$ cat config.mk
export PLATFORM = sky130hd
export DESIGN_NAME = button_event
export DESIGN_NICKNAME = d
export VERILOG_FILES = /design/src/rtl/button_event.sv
export SDC_FILE = /design/constraint.sdc
export NUM_CORES = 1
export LEC_CHECK = 0
export ABC_AREA = 0
export BUFFER_PORTS_ARGS = -buffer_cell sky130_fd_sc_hd__buf_2
export CORE_ASPECT_RATIO = 1.1
export CORE_MARGIN = 4
export CORE_UTILIZATION = 60
export CTS_CLUSTER_DIAMETER = 60
export DETAILED_ROUTE_END_ITERATION = 10
export PLACE_DENSITY_LB_ADDON = 0.12
export SLEW_MARGIN = 5
export SYNTH_ARGS = -nofsm -noshare
export SYNTH_HDL_FRONTEND = slang
export SYNTH_SLANG_ARGS = --single-unit
$ cat constraint.sdc
create_clock -name clk -period 3.5 [get_ports clk]
set_input_delay 0 -clock clk [delete_from_list [all_inputs] [get_ports clk]]
set_output_delay 0 -clock clk [all_outputs]
set_load 0.05 [all_outputs]
$ cat src/rtl/button_event.sv
// ---------------------------------------------------------------------------
// button_event
//
// Turns the press/release pulses of an upstream debouncer into gesture
// events: a single short click, a double click, or a long press. A long
// press also produces a level that stays high while the button is held.
//
// Parameters
//   LONG_T   : press duration, in clk cycles, that counts as a long press
//   DCLICK_T : window after a release, in clk cycles, for a second press
//   CW       : width of the internal state timer
//
// Ports
//   clk      : single clock; all state changes on its rising edge
//   rst_n    : synchronous active-low reset
//   st_i     : debounced button level
//   up_i     : one-cycle pulse marking a debounced press
//   dn_i     : one-cycle pulse marking a debounced release
//   click_o  : one-cycle pulse for a single short click
//   dclick_o : one-cycle pulse for a double click
//   long_o   : one-cycle pulse when a press reaches LONG_T
//   hold_o   : level, high while a long press is held
// ---------------------------------------------------------------------------
module button_event #(
    parameter logic [15:0] LONG_T   = 16'd50000,
    parameter logic [15:0] DCLICK_T = 16'd20000,
    parameter int          CW       = 16
) (
    input  logic clk,
    input  logic rst_n,
    input  logic st_i,
    input  logic up_i,
    input  logic dn_i,
    output logic click_o,
    output logic dclick_o,
    output logic long_o,
    output logic hold_o
);

    typedef enum logic [2:0] {
        S_IDLE   = 3'd0,
        S_PRESS1 = 3'd1,
        S_WAIT2  = 3'd2,
        S_PRESS2 = 3'd3,
        S_LONG   = 3'd4
    } state_t;

    // Last timer values before a timeout fires. The timer reads 0 in the
    // cycle a state is entered, so the threshold is N-1.
    localparam logic [CW-1:0] LONG_LAST   = CW'(LONG_T - 16'd1);
    localparam logic [CW-1:0] DCLICK_LAST = CW'(DCLICK_T - 16'd1);

    state_t          state_q, state_d;
    logic [CW-1:0]   timer_q, timer_d;
    logic            click_q, click_d;
    logic            dclick_q, dclick_d;
    logic            long_q, long_d;
    logic            hold_q, hold_d;

    // A press and a release in the same cycle are contradictory; treat them
    // as neither having happened.
    logic up_v;
    logic dn_v;
    assign up_v = up_i & ~dn_i;
    assign dn_v = dn_i & ~up_i;

    // Next-state and pulse decode. Within each state the pulse-driven exit
    // is tested before the timeout, so a release beats a long press and a
    // second press beats a click timeout.
    always_comb begin
        state_d  = state_q;
        click_d  = 1'b0;
        dclick_d = 1'b0;
        long_d   = 1'b0;

        unique case (state_q)
            S_IDLE: begin
                if (up_v) begin
                    state_d = S_PRESS1;
                end
            end
            S_PRESS1: begin
                if (dn_v) begin
                    state_d = S_WAIT2;
                end else if (timer_q == LONG_LAST) begin
                    state_d = S_LONG;
                    long_d  = 1'b1;
                end
            end
            S_WAIT2: begin
                if (up_v) begin
                    state_d = S_PRESS2;
                end else if (timer_q == DCLICK_LAST) begin
                    state_d = S_IDLE;
                    click_d = 1'b1;
                end
            end
            S_PRESS2: begin
                if (dn_v) begin
                    state_d  = S_IDLE;
                    dclick_d = 1'b1;
                end else if (timer_q == LONG_LAST) begin
                    // A second press that is held long enough becomes a long
                    // press; the pending double click is dropped.
                    state_d = S_LONG;
                    long_d  = 1'b1;
                end
            end
            S_LONG: begin
                // Losing the level also ends the hold, in case the release
                // pulse was missed.
                if (dn_v || !st_i) begin
                    state_d = S_IDLE;
                end
            end
            default: begin
                state_d = S_IDLE;
            end
        endcase

        // Timer restarts on every state change and saturates instead of
        // wrapping, so a long stay in any state cannot alias a threshold.
        if (state_d != state_q) begin
            timer_d = '0;
        end else if (timer_q == {CW{1'b1}}) begin
            timer_d = timer_q;
        end else begin
            timer_d = timer_q + 1'b1;
        end

        hold_d = (state_d == S_LONG);
    end

    always_ff @(posedge clk) begin
        if (!rst_n) begin
            state_q  <= S_IDLE;
            timer_q  <= '0;
            click_q  <= 1'b0;
            dclick_q <= 1'b0;
            long_q   <= 1'b0;
            hold_q   <= 1'b0;
        end else begin
            state_q  <= state_d;
            timer_q  <= timer_d;
            click_q  <= click_d;
            dclick_q <= dclick_d;
            long_q   <= long_d;
            hold_q   <= hold_d;
        end
    end

    assign click_o  = click_q;
    assign dclick_o = dclick_q;
    assign long_o   = long_q;
    assign hold_o   = hold_q;

endmodule

* Yosys cells after proc, flatten, opt, wreduce, memory -nomap -nowiden
Index checks and enable logic that the tools add are counted.
** Word-level totals
- Input bits :: 5
- Output and inout bits :: 4
- Register bits after elaboration :: 23
** Operators by class
- Bitwise gates (word level) :: 7
- Equality and inequality tests :: 9
- Mux-type cells :: 11
- Add/sub/neg operators :: 1
- Reductions and logical operators :: 8
** Operators by type and width (number)
- $eq A16 B16 Y1 const B :: 2
- $mux W3 :: 7
- $add A16 B1 Y16 const B :: 1
- $eq A16 B15 Y1 const B :: 1
- $pmux W3 S5 :: 1
- $eq A3 B2 Y1 const B :: 2
- $eq A3 B3 Y1 const B :: 2
- $reduce_or A3 Y1 :: 2
- $not A1 Y1 :: 5
- $reduce_or A2 Y1 :: 2
- $eq A3 B1 Y1 const B :: 1
- $logic_not A3 Y1 :: 1
- $mux W1 :: 3
- $ne A3 B3 Y1 :: 1
- $and A1 B1 Y1 :: 2
- $reduce_and A2 Y1 :: 1
- $logic_not A1 Y1 :: 1
- $logic_or A1 B1 Y1 :: 1

* Logic depth before layout (Yosys ltp)
- Word-level depth :: 7
- Gate-level depth with buffers :: 6

* Least setup slack after synthesis
No wires, ideal clock.
- Path type :: register to register
- Start point :: register timer_q[0]
- End point :: register timer_q[12]
- Arrival time :: 1.668 ns
- Library setup time :: 0.086 ns
- Setup slack :: 1.746 ns
- Clock period less this slack :: 1.754 ns
- Cell stages (with the launch flop) :: 7
- Cells stage by stage :: dfxtp_1 > ha_1 > and3_1 > and4_1 > o31a_1 > clkbuf_1 > a211oi_1
** Between the ends
- Cells in the longest elaborated chain, start to end :: 6
** RTL lines
- start: declaration :: RTL line 54 : logic [CW-1:0] timer_q, timer_d;
- start signal: assignment :: RTL line 144 : timer_q <= timer_d;
- $eq A16 B16 Y1 or $eq A16 B15 Y1 (tied branches) :: RTL line 85, 102, 93
- $mux W3 (on tied branches) :: RTL line 85, 102, 93
- $mux W3 (on tied branches) :: RTL line 99, 83, 91
- $pmux W3 S5 :: RTL line 76 : unique case (state_q)
- $ne A3 B3 Y1 :: RTL line 123 : if (state_d != state_q) begin
- $reduce_or A2 Y1 (no line)
Several ways; a longest one is shown, not always the timed one.
A chain may end at the register's enable or synchronous reset.

* Worst setup path after layout
- Start point :: register timer_q[0]
- End point :: register timer_q[2]
The elaborated chain is that of the path after synthesis.

==> summary.md <==
| Metric | Value |
|---|---|
| Routed vias | 1154 |
| Worst path slowest cell | o311ai_2 |
| Number of vias per cell | 6.56 |
| Static Leak | 0.402 nW |
| Die area | 0.00279 mm2 |
| N_diodes | 0 |
| Worst Tran Pin Value | roughly 1.1 ns |
| Post-route setup slack | 1.31 ns |
| VDD IR-drop max | between 200 and 250 uV |
| CTS H-Tree Depth | 1 |
| Ys async rst share | 0% |
| Rel. slew slack | 24.8% |
| Routed Antenna Nets | 0 |
| Residual DRC count | 0 |
| Clock share of power | 28.2% |
| Ports | 9 |
| GP Congestion | between 0.9 and 1 |
| Seq/Total Area, Yosys | 38.2% |
| Post-Syn Area | 0.00121 mm2 |
| CTS tree | done |
| Root buffer cell | clkbuf_4 |
| 1st-pass router iterations | 4 |
| DR iter-0 viols | 38 |
| TNS Setup | 0 ns |
| Slowest stage delay, CP | between 0.9 and 1 ns |
| Yosys top cell area share | 38.2% |
| Initial Util | 65.5% |
| Switching portion of total power | 22.6% |
| Number of synthesized flops with an enable pin | 0 |
| Util after Layout | about 70% |
| Chip width | 50.8 um |
| Unrepaired setup endpoints after global routing | false |
| Crit path launch type | flop |
| Total grt overflow | 0 |
| Critical path data arrival time | 2.33 ns |
| Post-synth cell types | 42 |
| Initial antenna violation count | 0 |
| Largest delay share family, worst path | compound AO/OA/AOI/OAI gates |
| DP HPWL | 1890 um |
| Kind of end point of the critical path | flop |
| Clock Skew | roughly 0.011 ns |
| Count of non-filler cells in the finished layout | approximately 180 |
| Syn Inst Count | approximately 140 |
| Post-CTS Resized | 0 |
| R2r setup slk | between 1 and 1.5 ns |
| Synth area leaders | dfxtp_1 (38%), nor4_1 (4.7%), nor3_1 (4.1%) |
| Crit-path cells | ha_1, and3_1, nand2_1, o311ai_2, nor3_1 |
| CORE AREA | around 0.0018 mm2 |
| Area after DPL | 0.00126 mm2 |
| Row count | 16 |
| Status | finished clean |
| Total CTS buffers | 3 |
| Setup violators final | 0 |
| Longest Clk Path Bufs | 2 |
| Net Switching | 0.0000946 W |
| P&R area growth vs syn | 9.96% |
| Hold Vio Cnt, Final | 0 |
| Logic pwr share | under 10% |
| Placed cells | 168 |
| Nets@finish | 156 |
| Syn_area_per_cell | 8.74 um2 |
| P_int | 0.000323 W |
| IO buf count | 8 |
| Share of layout cells above drive strength 1 | 12.8% |
| CP Max Fanout | 16 |
| Yosys warns | 0 |
| Vias in the first global route | 1049 |
| CP Buf/Inv Count | 0 |
| All-layer global routing usage | 21.6% |
| Global-route wire length before repair | 4600 um |
| # Max-Cap Violations | 0 |
| Fmax achieved | around 0.46 GHz |
| Minimum clock period | 2.19 ns |
| CP required | 3.64 ns |
| Clk slew on worst S/H paths | 0.12 ns |
| Largest net degree at the start of global routing | 17 |
| Final instance area | 0.00133 mm2 |
| Post-Place Setup Slack | about 1.3 ns |
| Drt wl/cell | 15.1 um |
| CP Class | flop to flop |
| Max Transition Viols Final | 0 |
| Period utilisation layout | 62.6% |
| Worst Hold Class | primary input to flop |
| Clock Sinks | 23 |
| Sequential share of power | around 65% |
| Commonest register cell after synthesis | dfxtp_1 |
| Syn_nets | ~140 |
| Die Ht | 55.0 um |
| Post-Route WL | 2650 um |
| Cell taking the most area after synthesis | dfxtp_1 |
| Pwr dens | about 310 mW/mm2 |
| Yosys reg bits | 23 |
| Clock network latency to the later pin of the worst-skew pair | 0.30 ns |
[metal layers]
layer / GRT usage, % / up-vias / part of all wire [%]
met5: 0 / - / 0
met4: 6.73 / 0 / 0.64
met3: 2.41 / 4 / 5.9
met2: 43.5 / 56 / 52
met1: 23.9 / 533 / 41
li1: - / 561 / -
[worst min-delay path: cells and delay by family]
kind	cells	cell delay (ns)
simple gates	3	0.18
buf+inv	1	0.11
[synth_stat cells, types with 4 or more instances]
cell type	instances
a21oi_1	4
a211oi_1	5
nand3_1	8
nor4_1	9
nor2_1	8
dfxtp_1	23
nand2_1	9
clkbuf_1	4
nand2b_1	4
nor3_1	10
o21ai_0	6
[cell usage in the layout (no fill, tap or decap), types with 3 or more instances in the layout]
cell type / netlist / final
a21oi_1: 4 / 4
clkbuf_4: 0 / 3
dfxtp_1: 23 / 23
o41ai_1: 3 / 3
nor3_1: 10 / 10
dlygate4sd3_1: 0 / 4
nand4_1: 3 / 3
nand2_1: 9 / 9
nand2b_1: 4 / 4
a211oi_1: 5 / 5
nand3_1: 8 / 8
nor2_1: 8 / 8
mux2i_1: 3 / 3
nor4_1: 9 / 9
o21ai_0: 6 / 6
nor4b_1: 3 / 3
buf_2: 1 / 8
xnor2_1: 3 / 3
nand3b_1: 3 / 3
[power groups by stage]
stage | Sequential, W | Clock (W) | Combinational, W
6_report | 0.000271 | 0.000118 | 0.0000293
5_1_grt | 0.000272 | 0.000136 | 0.0000332
4_1_cts | 0.000271 | 0.000123 | 0.0000292
3_5_place_dp | 0.000276 | 0 | 0.0000265
3_3_place_gp | 0.000276 | 0 | 0.0000253
2_1_floorplan | 0.000274 | 0 | 0.0000211
[cell type report]
class                      instances  area (um2)
timing repair buffer              12        80.1
sequential                        23         460
multi-input combinational        108         718
fill                             166         515
inverter                           2        7.51
tap                               27        33.8
clock buffer                       4        26.3
[worst paths after layout]
kind	start	to	cells after the start
max	timer_q[0]$_SDFFE_PP0P_	timer_q[2]$_SDFFE_PP0P_	5
min	up_i	dclick_o$_SDFF_PN0_	4
max reg2reg	timer_q[0]$_SDFFE_PP0P_	timer_q[2]$_SDFFE_PP0P_	5
min reg2reg	timer_q[1]$_SDFFE_PP0P_	timer_q[1]$_SDFFE_PP0P_	2
[repair_timing]
| item | 4_1_cts | 5_1_grt |
|---|---|---|
| buffers inserted | 0 | 0 |
| hold buffers | 4 | 0 |
| endpoints found under the hold margin | 3 | 0 |
[logic make-up (layout without fill, tap and decap cells)]
kind of cell | count (synthesis) | count (layout) | share of synthesized area (%)
compound gates | 27 | 27 | 16.7
xor+xnor | 4 | 4 | 2.91
fa+ha+maj | 1 | 1 | 1.04
buf+inv | 7 | 18 | 2.28
flops | 23 | 23 | 38.2
mux | 3 | 3 | 2.49
simple gates | 73 | 73 | 36.4
[metrics by stage]
| stage | total power (W) | hold slack [ns] |
|---|---|---|
| after detailed placement | 0.000303 | 0.307 |
| after global routing | 0.000441 | 0.0149 |
| after floorplan | 0.000295 | 0.140 |
| final | 0.000418 | 0.0150 |
| after global placement | 0.000301 | 0.291 |
| after CTS | 0.000423 | 0.00482 |
[sequential cells by signal, indices dropped and copies added, names as in the netlist]
name,flops
timer_q,16
state_q,3
click_o,1
dclick_o,1
hold_o,1
long_o,1
Power figures use the tool's default switching activity.
